`src/rtl/instruction_fetch_unit.sv`:
```
// Instruction fetch stage: owns the PC, fetches one word per instruction
// over a req/ready + rvalid handshake, and holds it for the decoder until
// the consumer drops Stall.
module instruction_fetch_unit #(
   parameter logic [31:0] RESET_PC = 32'h0000_0000
) (
   input  logic        clk,
   input  logic        rst_n,
   input  logic        Stall,
   input  logic        BranchTaken,
   input  logic [31:0] BranchTarget,
   output logic        IMemReq,
   output logic [31:0] IMemAddr,
   input  logic        IMemReady,
   input  logic        IMemRValid,
   input  logic [31:0] IMemRData,
   output logic [31:0] Instr,
   output logic [6:0]  Opcode,
   output logic [31:0] InstrPC,
   output logic        InstrValid,
   output logic        MisalignFault,
   output logic [31:0] RetireCount
);

   typedef enum logic [1:0] {
      IDLE = 2'd0,
      REQ  = 2'd1,
      WAIT = 2'd2,
      HOLD = 2'd3
   } state_t;

   state_t      state;
   state_t      state_nxt;
   logic [31:0] pc;
   logic [31:0] pc_nxt;
   logic        latch;
   logic        consume;

   // State register; reset aborts any outstanding request.
   always_ff @(posedge clk or negedge rst_n) begin
      if (!rst_n) begin
         state <= IDLE;
      end else begin
         state <= state_nxt;
      end
   end

   // Next-state and handshake decode; outputs depend only on the state register.
   always_comb begin
      state_nxt  = state;
      latch      = 1'b0;
      consume    = 1'b0;
      IMemReq    = 1'b0;
      InstrValid = 1'b0;
      case (state)
         IDLE: begin
            state_nxt = REQ;
         end
         REQ: begin
            IMemReq = 1'b1;
            if (IMemReady) begin
               state_nxt = WAIT;
            end
         end
         WAIT: begin
            if (IMemRValid) begin
               latch     = 1'b1;
               state_nxt = HOLD;
            end
         end
         HOLD: begin
            InstrValid = 1'b1;
            if (!Stall) begin
               consume   = 1'b1;
               state_nxt = REQ;
            end
         end
         default: begin
            state_nxt = IDLE;
         end
      endcase
   end

   // Redirect target is forced to a word boundary; sequential flow wraps modulo 2^32.
   always_comb begin
      pc_nxt = pc + 32'd4;
      if (BranchTaken) begin
         pc_nxt = {BranchTarget[31:2], 2'b00};
      end
   end

   // PC, held instruction, retire counter and misalignment pulse.
   always_ff @(posedge clk or negedge rst_n) begin
      if (!rst_n) begin
         pc            <= RESET_PC;
         Instr         <= '0;
         InstrPC       <= '0;
         RetireCount   <= '0;
         MisalignFault <= 1'b0;
      end else begin
         MisalignFault <= consume & BranchTaken & (|BranchTarget[1:0]);
         if (latch) begin
            Instr   <= IMemRData;
            InstrPC <= pc;
         end
         if (consume) begin
            pc          <= pc_nxt;
            RetireCount <= RetireCount + 32'd1;
         end
      end
   end

   assign IMemAddr = pc;
   assign Opcode   = Instr[6:0];

endmodule
```
`config.mk`:
```
export PLATFORM = sky130hd
export DESIGN_NAME = instruction_fetch_unit
export DESIGN_NICKNAME = d
export VERILOG_FILES = /design/src/rtl/instruction_fetch_unit.sv
export SDC_FILE = /design/constraint.sdc
export NUM_CORES = 1
export LEC_CHECK = 0
export CORE_MARGIN = 1.5
export CORE_UTILIZATION = 41
export DETAILED_ROUTE_END_ITERATION = 8
export GPL_ROUTABILITY_DRIVEN = 0
export PLACE_DENSITY_LB_ADDON = 0.08
export SYNTH_ARGS = -nofsm -noshare
export SYNTH_HDL_FRONTEND = slang
export SYNTH_SLANG_ARGS = --single-unit
```
`constraint.sdc`:
```
create_clock -name clk -period 1.71 [get_ports clk]
set_input_delay 0.4275 -clock clk [delete_from_list [all_inputs] [get_ports clk]]
set_output_delay 0.4275 -clock clk [all_outputs]
set_load 0.01 [all_outputs]
```
* After elaboration in Yosys (flattened, before gate mapping)
Cells that the tools add are included.
Word-level totals: flip-flop bits (word level) 131, input bits 70, output and inout port bits 138, word-level logic and storage cells 30
Cells by class: add/subtract/negate cells 2, equality and inequality tests 6, muxes and demuxes 11, bitwise gates (word level) 2, reduce and logical (&&, ||, !) cells 3
Operators by type and width (number):
- 32-bit by 1-bit adder with 32-bit output (second input constant) | 1
- 32-bit by 3-bit adder with 32-bit output (second input constant) | 1
- 32-bit two-way mux | 1
- 2-bit one-hot mux with 4 select lines | 1
- 1-bit two-way mux | 6
- 2-bit two-way mux | 3
- 2-bit != test (second input constant) | 3
- 2-bit == test (second input constant) | 2
- 3-bit AND reduction | 1
- 1-bit AND | 2
- 2-bit by 1-bit == test with 1-bit output (second input constant) | 1
- 2-bit logical NOT | 1
- 2-bit OR reduction | 1

* Longest topological paths before layout
Gate-level depths: netlist (run 1).
depth in word-level cells 4, depth in mapped cells 8, mapped depth without buffers 7

* Worst setup path before layout (run 1)
No wires, ideal clock.
kind flip-flop to flip-flop, start point reg pc[2] (netlist: IMemAddr[2]), end point reg pc[20] (netlist: IMemAddr[20]), setup time 0.146 ns, data arrival time 1.650 ns, required time 1.564 ns, path slack -0.086 ns, cell stages (with the launch flop) 8, path buffers 1, clock period less this slack 1.796 ns, cell sequence dfrtp_1 ha_1 nand3_2 and4bb_1 buf_4 a311o_1 o211ai_1 a41oi_1
On the way: longest elaborated chain between the ends 2
Ends and longest elaborated chain:
- start, declared | line 34 | logic [31:0] pc;
- start signal, assigned | line 107 | pc <= pc_nxt;
- 32-bit by 3-bit adder with 32-bit output | line 86 | pc_nxt = pc + 32'd4;
- 32-bit two-way mux | line 87 | if (BranchTaken) begin
Every way passes these cells. A chain may end at the register's enable or synchronous reset.

* Worst setup path in the final report (run 1)
start point reg state[1], end point reg pc[31] (netlist: IMemAddr[31])
On the way: longest elaborated chain between the ends 2
Ends and longest elaborated chain:
- start, declared | line 32 | state_t state;
- start signal, assigned | line 44 | state <= state_nxt;
- 2-bit == test | line 55 | case (state)
- 1-bit two-way mux | line 55
Every way passes these cells.

==> impl_results.md, run 1 <==
* Filler Cell Count at about 1.1k
* Async set-reset flop share out of synthesis at 100%
* Clock slew at reported path FFs at 0.06 ns
* Nets@finish at between 800 and 900
* Fmax at just under 600 MHz
* Area grow syn2layout at 58.2%
* GRT Util Overall at 22.6%
* Via count at 5326
* Routed WL at 16700 um
* Sequential element share of the synthesized area at 53.1%
* Post-Synth Simple-Gate Area at 16.0%
* Final instance area at 9460 um^2
* Critical path capture point type: register
* Starting Density at 42.6%
* Tmin final at 1.70 ns
* Die Footprint at 15300 um^2
* Die width at 124 um
* #FFs+latches synth at 127
* DPL Wire Length at about 12000 um
* Leak at 4.50 nW
* Hold Violations, Final at 0
* Type of origin of the critical path: register
* Starting DRT DRC Count at 218
* Worst-path cell chain: buf_6 > ha_4 > nor2b_4 > buf_6 > o22a_1 > nor2b_4 > a32oi_1 > o21ai_1
* Post-synth cell types at 55
* Worst-Skew Late Latency at around 0.42 ns
* Wire length of the first global-routing pass at 26600 um
* I/O Buffers at about 200
* GRT met2 Usage at about two fifths
* Synth Instances at 536
* Diode count at 0
* Period utilization at 99.2%
* Avg Inst Size Synth at 11.2 um^2
* Pwr Total at 14.5 mW
* Final Util at roughly 67%
* Max H-tree Level at 4
* Setup TNS at 0 ns
* GRT overflow at 0
* Post-synthesis mux area share at between 10 and 15%
* CP arrival at 1.99 ns
* Area post-placement at around 8700 um^2
* Vias in the first global route at about 5.4k
* Synth Area in XOR/XNOR at under 10%
* Final setup violation count at 0
* Clock buffer count from CTS at 17
* Post-synth EDFFs at 0
* Clk sink count at 127
* I/O Pins at 208
* Max Cap Viol at 0
* Final ANT Viol Nets at 0
* Required time of the critical path at 2.00 ns
* Detailed-route DRC error count at 0
* Initial antenna violation count at 0
* CP Buf/Inv Count at 2
* Pwr/cell area at 1530 nW/um^2
* GR Util met1 at ~28%
* Crit Path Max Fanout at 6
* Area of the mapped netlist at 5980 um^2
* RSZ-0062 raised after global routing: true
* Largest family of logic cells by synthesized area: simple AND/OR/NAND/NOR gates
* Gr busiest metal: met2
* Via/cell ratio at 5.26
* Clock tree buffer depth at 2
* CP max stage delay at 0.41 ns
* Die Height at between 100 and 150 um
* CP Class: register to register
* Row Count at 43
* Max Slew Vio Count at 0
* Critical path's top delay family: compound AO/OA/AOI/OAI gates
* Clock root buffer: clkbuf_16
* Core area at 14000 um^2
* WHS at 0.464 ns
* Post-synthesis adder-cell area fraction at 1.05%
* Clk_skew at 0.0113 ns
* Largest net degree at the start of global routing at 39
* Main synth FF type: dfrtp_1
* Share of cells above drive strength 1 at 28.5%
* Drt pass-1 iters at 4
* Hold crit path type: register to register
* CTS tree: built
* Post-synthesis compound-gate area fraction at under 10%
* Yosys warning count at 0
* Crit-path slowest cell: dfrtp_1
* Routed wire per std cell at approximately 16 um
* GRT met3 Usage at under 10%
* IR Drop Worst-Case VDD at 818 uV
* Status: completed
[metrics by stage]
stage / instances / setup slack (ns)
floorplan: 539 / -0.0230
global placement: 956 / -0.307
finish: 1013 / 0.0142
CTS: 1007 / 0.00316
detailed placement: 956 / -0.327
global route: 1013 / -0.0722
[what timing repair did]
action                                  CTS  global route
endpoints found under the hold margin    35             0
pin swaps                                 3            12
hold buffers                              1             0
gates resized for setup                 158            37
endpoints found under the setup margin  137            38
buffers inserted                         20             6
[power by group]
| group | switching (mW) | leakage [nW] | internal, mW | total, mW |
|---|---|---|---|---|
| clock network | 1.25 | 0.282 | 2.17 | 3.41 |
| registers | 0.777 | 1.56 | 4.18 | 4.96 |
| logic | 2.89 | 2.66 | 3.25 | 6.14 |
| total | 4.92 | 4.50 | 9.59 | 14.5 |
[layer usage]
metal | part of all wire, % | wire length, um
met1 | 43 | 7120
met2 | 50 | 8340
met3 | 5.9 | 983
met4 | 1.5 | 250
met5 | 0 | 0
[flip-flops by register name, summed over array words and instances, names as in the netlist]
name           cells
Instr             32
RetireCount       32
IMemAddr          30
InstrPC           30
state              2
MisalignFault      1
[kinds of logic (layout without fill, tap and decap cells)]
| group | after synthesis | in the layout |
|---|---|---|
| other | 1 | 4 |
| AO/OA/AOI/OAI | 93 | 93 |
| XOR/XNOR | 31 | 31 |
| flip-flops | 127 | 127 |
| AND/OR/NAND/NOR | 170 | 170 |
| adder cells (fa/ha/maj) | 5 | 5 |
| multiplexers | 60 | 60 |
| buffers and inverters | 49 | 343 |
[placed cells by master, fill, tap and decap left out, drive strengths merged, types with 12 or more instances in the layout]
cell type,netlist,routed
dfrtp,127,127
and3,13,13
nand2,42,42
inv,12,12
clkdlybuf4s50,0,67
buf,24,101
nand3,18,18
nor2,30,30
nor3,15,15
nand4,21,21
xnor2,21,21
a21oi,19,19
dlygate4sd2,0,122
clkbuf,13,24
o21ai,33,33
mux2,59,59
[cell type report]
type / instances / area, um^2 / area share [%]
well taps: 180 / 225 / 2.38
clock buffers: 24 / 502 / 5.30
clock inverters: 6 / 58.8 / 0.622
inverters: 12 / 45.0 / 0.476
flip-flops and latches: 127 / 3190 / 33.7
repair buffers: 301 / 2740 / 28.9
multi-input cells: 363 / 2700 / 28.5
[worst register-to-register path, delay by kind of cell, from the launching register on]
kind | cells | cell delay, ns
compound gates | 3 | 0.46
flops | 1 | 0.41
simple gates | 2 | 0.27
buf+inv | 2 | 0.26
fa+ha+maj | 1 | 0.16
[cell usage after synthesis, types with 5 or more instances]
| library cell | number | share of area, % |
|---|---|---|
| dfrtp_1 | 127 | 53 |
| mux2_2 | 59 | 11 |
| nand2_1 | 41 | 2.6 |
| nor2_1 | 30 | 1.9 |
| o21ai_0 | 28 | 2.3 |
| xnor2_1 | 21 | 3.1 |
| a21oi_1 | 19 | 1.6 |
| nand4_1 | 18 | 1.9 |
| nand3_1 | 16 | 1.3 |
| and3_1 | 13 | 1.4 |
| buf_4 | 13 | 1.6 |
| clkbuf_1 | 13 | 0.82 |
| inv_1 | 12 | 0.75 |
| nor3_1 | 12 | 1.0 |
| xor2_1 | 10 | 1.5 |
| buf_2 | 8 | 0.67 |
| and2_1 | 6 | 0.63 |
| a22oi_1 | 5 | 0.63 |
| a311oi_1 | 5 | 0.73 |
| and4_1 | 5 | 0.73 |
| ha_1 | 5 | 1.0 |
| o21ai_1 | 5 | 0.42 |
[path summary, 6_finish.rpt]
kind / from / end / slack [ns] / cells past startpoint
worst max register to register: state[1] / IMemAddr[31] / 0.01 / 8
worst min-delay path: RetireCount[31] / RetireCount[31] / 0.46 / 1
worst max-delay path: state[1] / IMemAddr[31] / 0.01 / 8
max in group asynchronous: rst_n / RetireCount[20] / 0.67 / 3
min in group asynchronous: rst_n / Instr[22] / 0.50 / 2
worst min register to register: RetireCount[31] / RetireCount[31] / 0.46 / 1
Note: power is estimated with default switching activity, not from simulation.
==> run 2, diff against run 1 <==
- CAP_MARGIN: not set -> 20
==> results of run 2 <==
Same layout as run 1: the final DEF is identical, and so are final timing and power.
==> run 3, diff against run 2 <==
- CTS_CLUSTER_DIAMETER: not set -> 60
- PLACE_DENSITY_LB_ADDON: 0.08 -> 0.05
==> run 3 against run 2 <==
Worst hold slack worse by 0.055 ns. Sequential share of layout area is 0.23 points lower. Clock power is 5% higher. Final cell count is 0.20% higher. Via count hardly changed. Critical path type is now register to output pin.
==> impl_results.md, run 3 (same netlist as run 1, synthesis figures left out) <==
* Max Cap Viol at 0
* Core area at 14000 um^2
* Nets@finish at 897
* Initial antenna violation count at 0
* Die Height at around 120 um
* Largest net degree at the start of global routing at 44
* Largest regs: Instr: 32 flops, RetireCount: 32 flops
* Worst-path cell chain: buf_4 > dlygate4sd2_1
* IR Drop Worst-Case VDD at 822 uV
* DPL Wire Length at approximately 12000 um
* Filler Cell Count at 1155
* Clock slew at reported path FFs at 0.06 ns
* Clk_skew at about 0.0064 ns
* Max Slew Vio Count at 0
* Area grow syn2layout at 59.2%
* I/O Pins at 208
* CP arrival at 1.25 ns
* Via/cell ratio at 5.25
* Type of origin of the critical path: register
* Reg area at 3190 um^2
* Vias in the first global route at 5501
* Row Count at 43
* Clock buffer count from CTS at 17
* Period utilization at 97.8%
* Via count at approximately 5.3k
* Crit-path slowest cell: dfrtp_1
* Crit Path Max Fanout at 8
* Multi-input gate area at 2740 um^2
* Pwr Total at about 15 mW
* I/O Buffers at 203
* Share of cells above drive strength 1 at 28.7%
* Clock root buffer: clkbuf_16
* Status: completed
* CP Class: register to output pin
* Required time of the critical path at ~1.3 ns
* GRT overflow at 0
* CP max stage delay at around 0.38 ns
* Commonest non-fill, non-tap cells in the layout: dlygate4sd2_1 (118), dfrtp_1 (117), buf_4 (86)
* Diode count at 0
* Final setup violation count at 0
* Hold crit path type: primary input to register
* Starting DRT DRC Count at 287
* GRT Util Overall at 23.1%
* Critical path capture point type: output pin
* Drt pass-1 iters at 4
* Hold Violations, Final at 0
* Die Footprint at 15300 um^2
* Setup TNS at 0 ns
* Routed WL at 17300 um
* Detailed-route DRC error count at 0
* Critical path's top delay family: buffers and inverters
* Final ANT Viol Nets at 0
* Starting Density at 42.6%
* Max H-tree Level at 4
* Tmin final at about 1.7 ns
* CP Buf/Inv Count at 2
* Pwr/cell area at 1550 nW/um^2
* Clk sink count at 127
* Worst-Skew Late Latency at 0.41 ns
* Leak at 4.50 nW
* Fmax at 598 MHz
* Routed wire per std cell at 17.0 um
* RSZ-0062 raised after global routing: true
* CTS tree: built
* Clock tree buffer depth at 2
* Wire length of the first global-routing pass at approximately 27000 um
* Die width at 124 um
* Commonest non-fill, non-tap cell in the layout: dlygate4sd2_1
==> run 3: cell type report <==
class	instances	area share [%]
multi-input cells	363	28.8
well taps	180	2.37
clock inverters	13	1.43
flip-flops and latches	127	33.5
inverters	12	0.499
repair buffers	301	28.6
clock buffers	19	4.76
==> run 3: final timing paths <==
kind | start | end | slack (ns) | depth (start not counted)
worst max-delay path | IMemAddr[12] | IMemAddr[12] | 0.04 | 2
worst min-delay path | BranchTaken | IMemAddr[22] | 0.41 | 3
worst max register to register | state[1] | Instr[31] | 0.04 | 6
worst min register to register | RetireCount[31] | RetireCount[31] | 0.48 | 1
max in group asynchronous | rst_n | RetireCount[1] | 0.65 | 3
min in group asynchronous | rst_n | Instr[18] | 0.44 | 2
==> run 3: where the power goes <==
part | internal (mW) | switching (mW)
Clock | 2.22 | 1.36
Combinational | 3.29 | 2.96
Sequential | 4.18 | 0.798
==> run 3: repair_timing <==
item                                    4_1_cts  5_1_grt
endpoints found under the setup margin      142       76
gates cloned                                  0        3
hold buffers                                  1        0
resized for setup                           157       42
buffers inserted                             16        7
pin swaps                                     1       11
endpoints found under the hold margin        20        0
==> run 3: worst register-to-register path: cells and delay by family, from the launching register on <==
kind | cells | cell delay (ns)
flip-flops | 1 | 0.42
buffers and inverters | 3 | 0.47
AND/OR/NAND/NOR | 1 | 0.13
multiplexers | 1 | 0.34
adder cells (fa/ha/maj) | 1 | 0.21
==> run 3: per-layer routing <==
metal,global-route usage (%),vias up,part of all wire [%]
met5,0,-,0
met4,6.39,0,1.1
met3,8.10,15,7.5
met2,38.8,162,50
met1,28.3,2649,42
li1,-,2505,-
==> run 3: through the flow <==
step / instances / hold WS (ns) / area (um^2) / setup slack (ns) / util (%)
2_1_floorplan: 539 / 0.132 / 6010 / -0.0230 / -
3_5_place_dp: 956 / 0.296 / 8660 / -0.337 / 61.7
5_1_grt: 1015 / 0.401 / 9520 / -0.0677 / 67.8
6_report: 1015 / 0.408 / 9520 / 0.0371 / 67.8
4_1_cts: 1005 / 0.378 / 9260 / -0.00948 / 66.0
3_3_place_gp: 956 / 0.295 / 8660 / -0.287 / 61.7
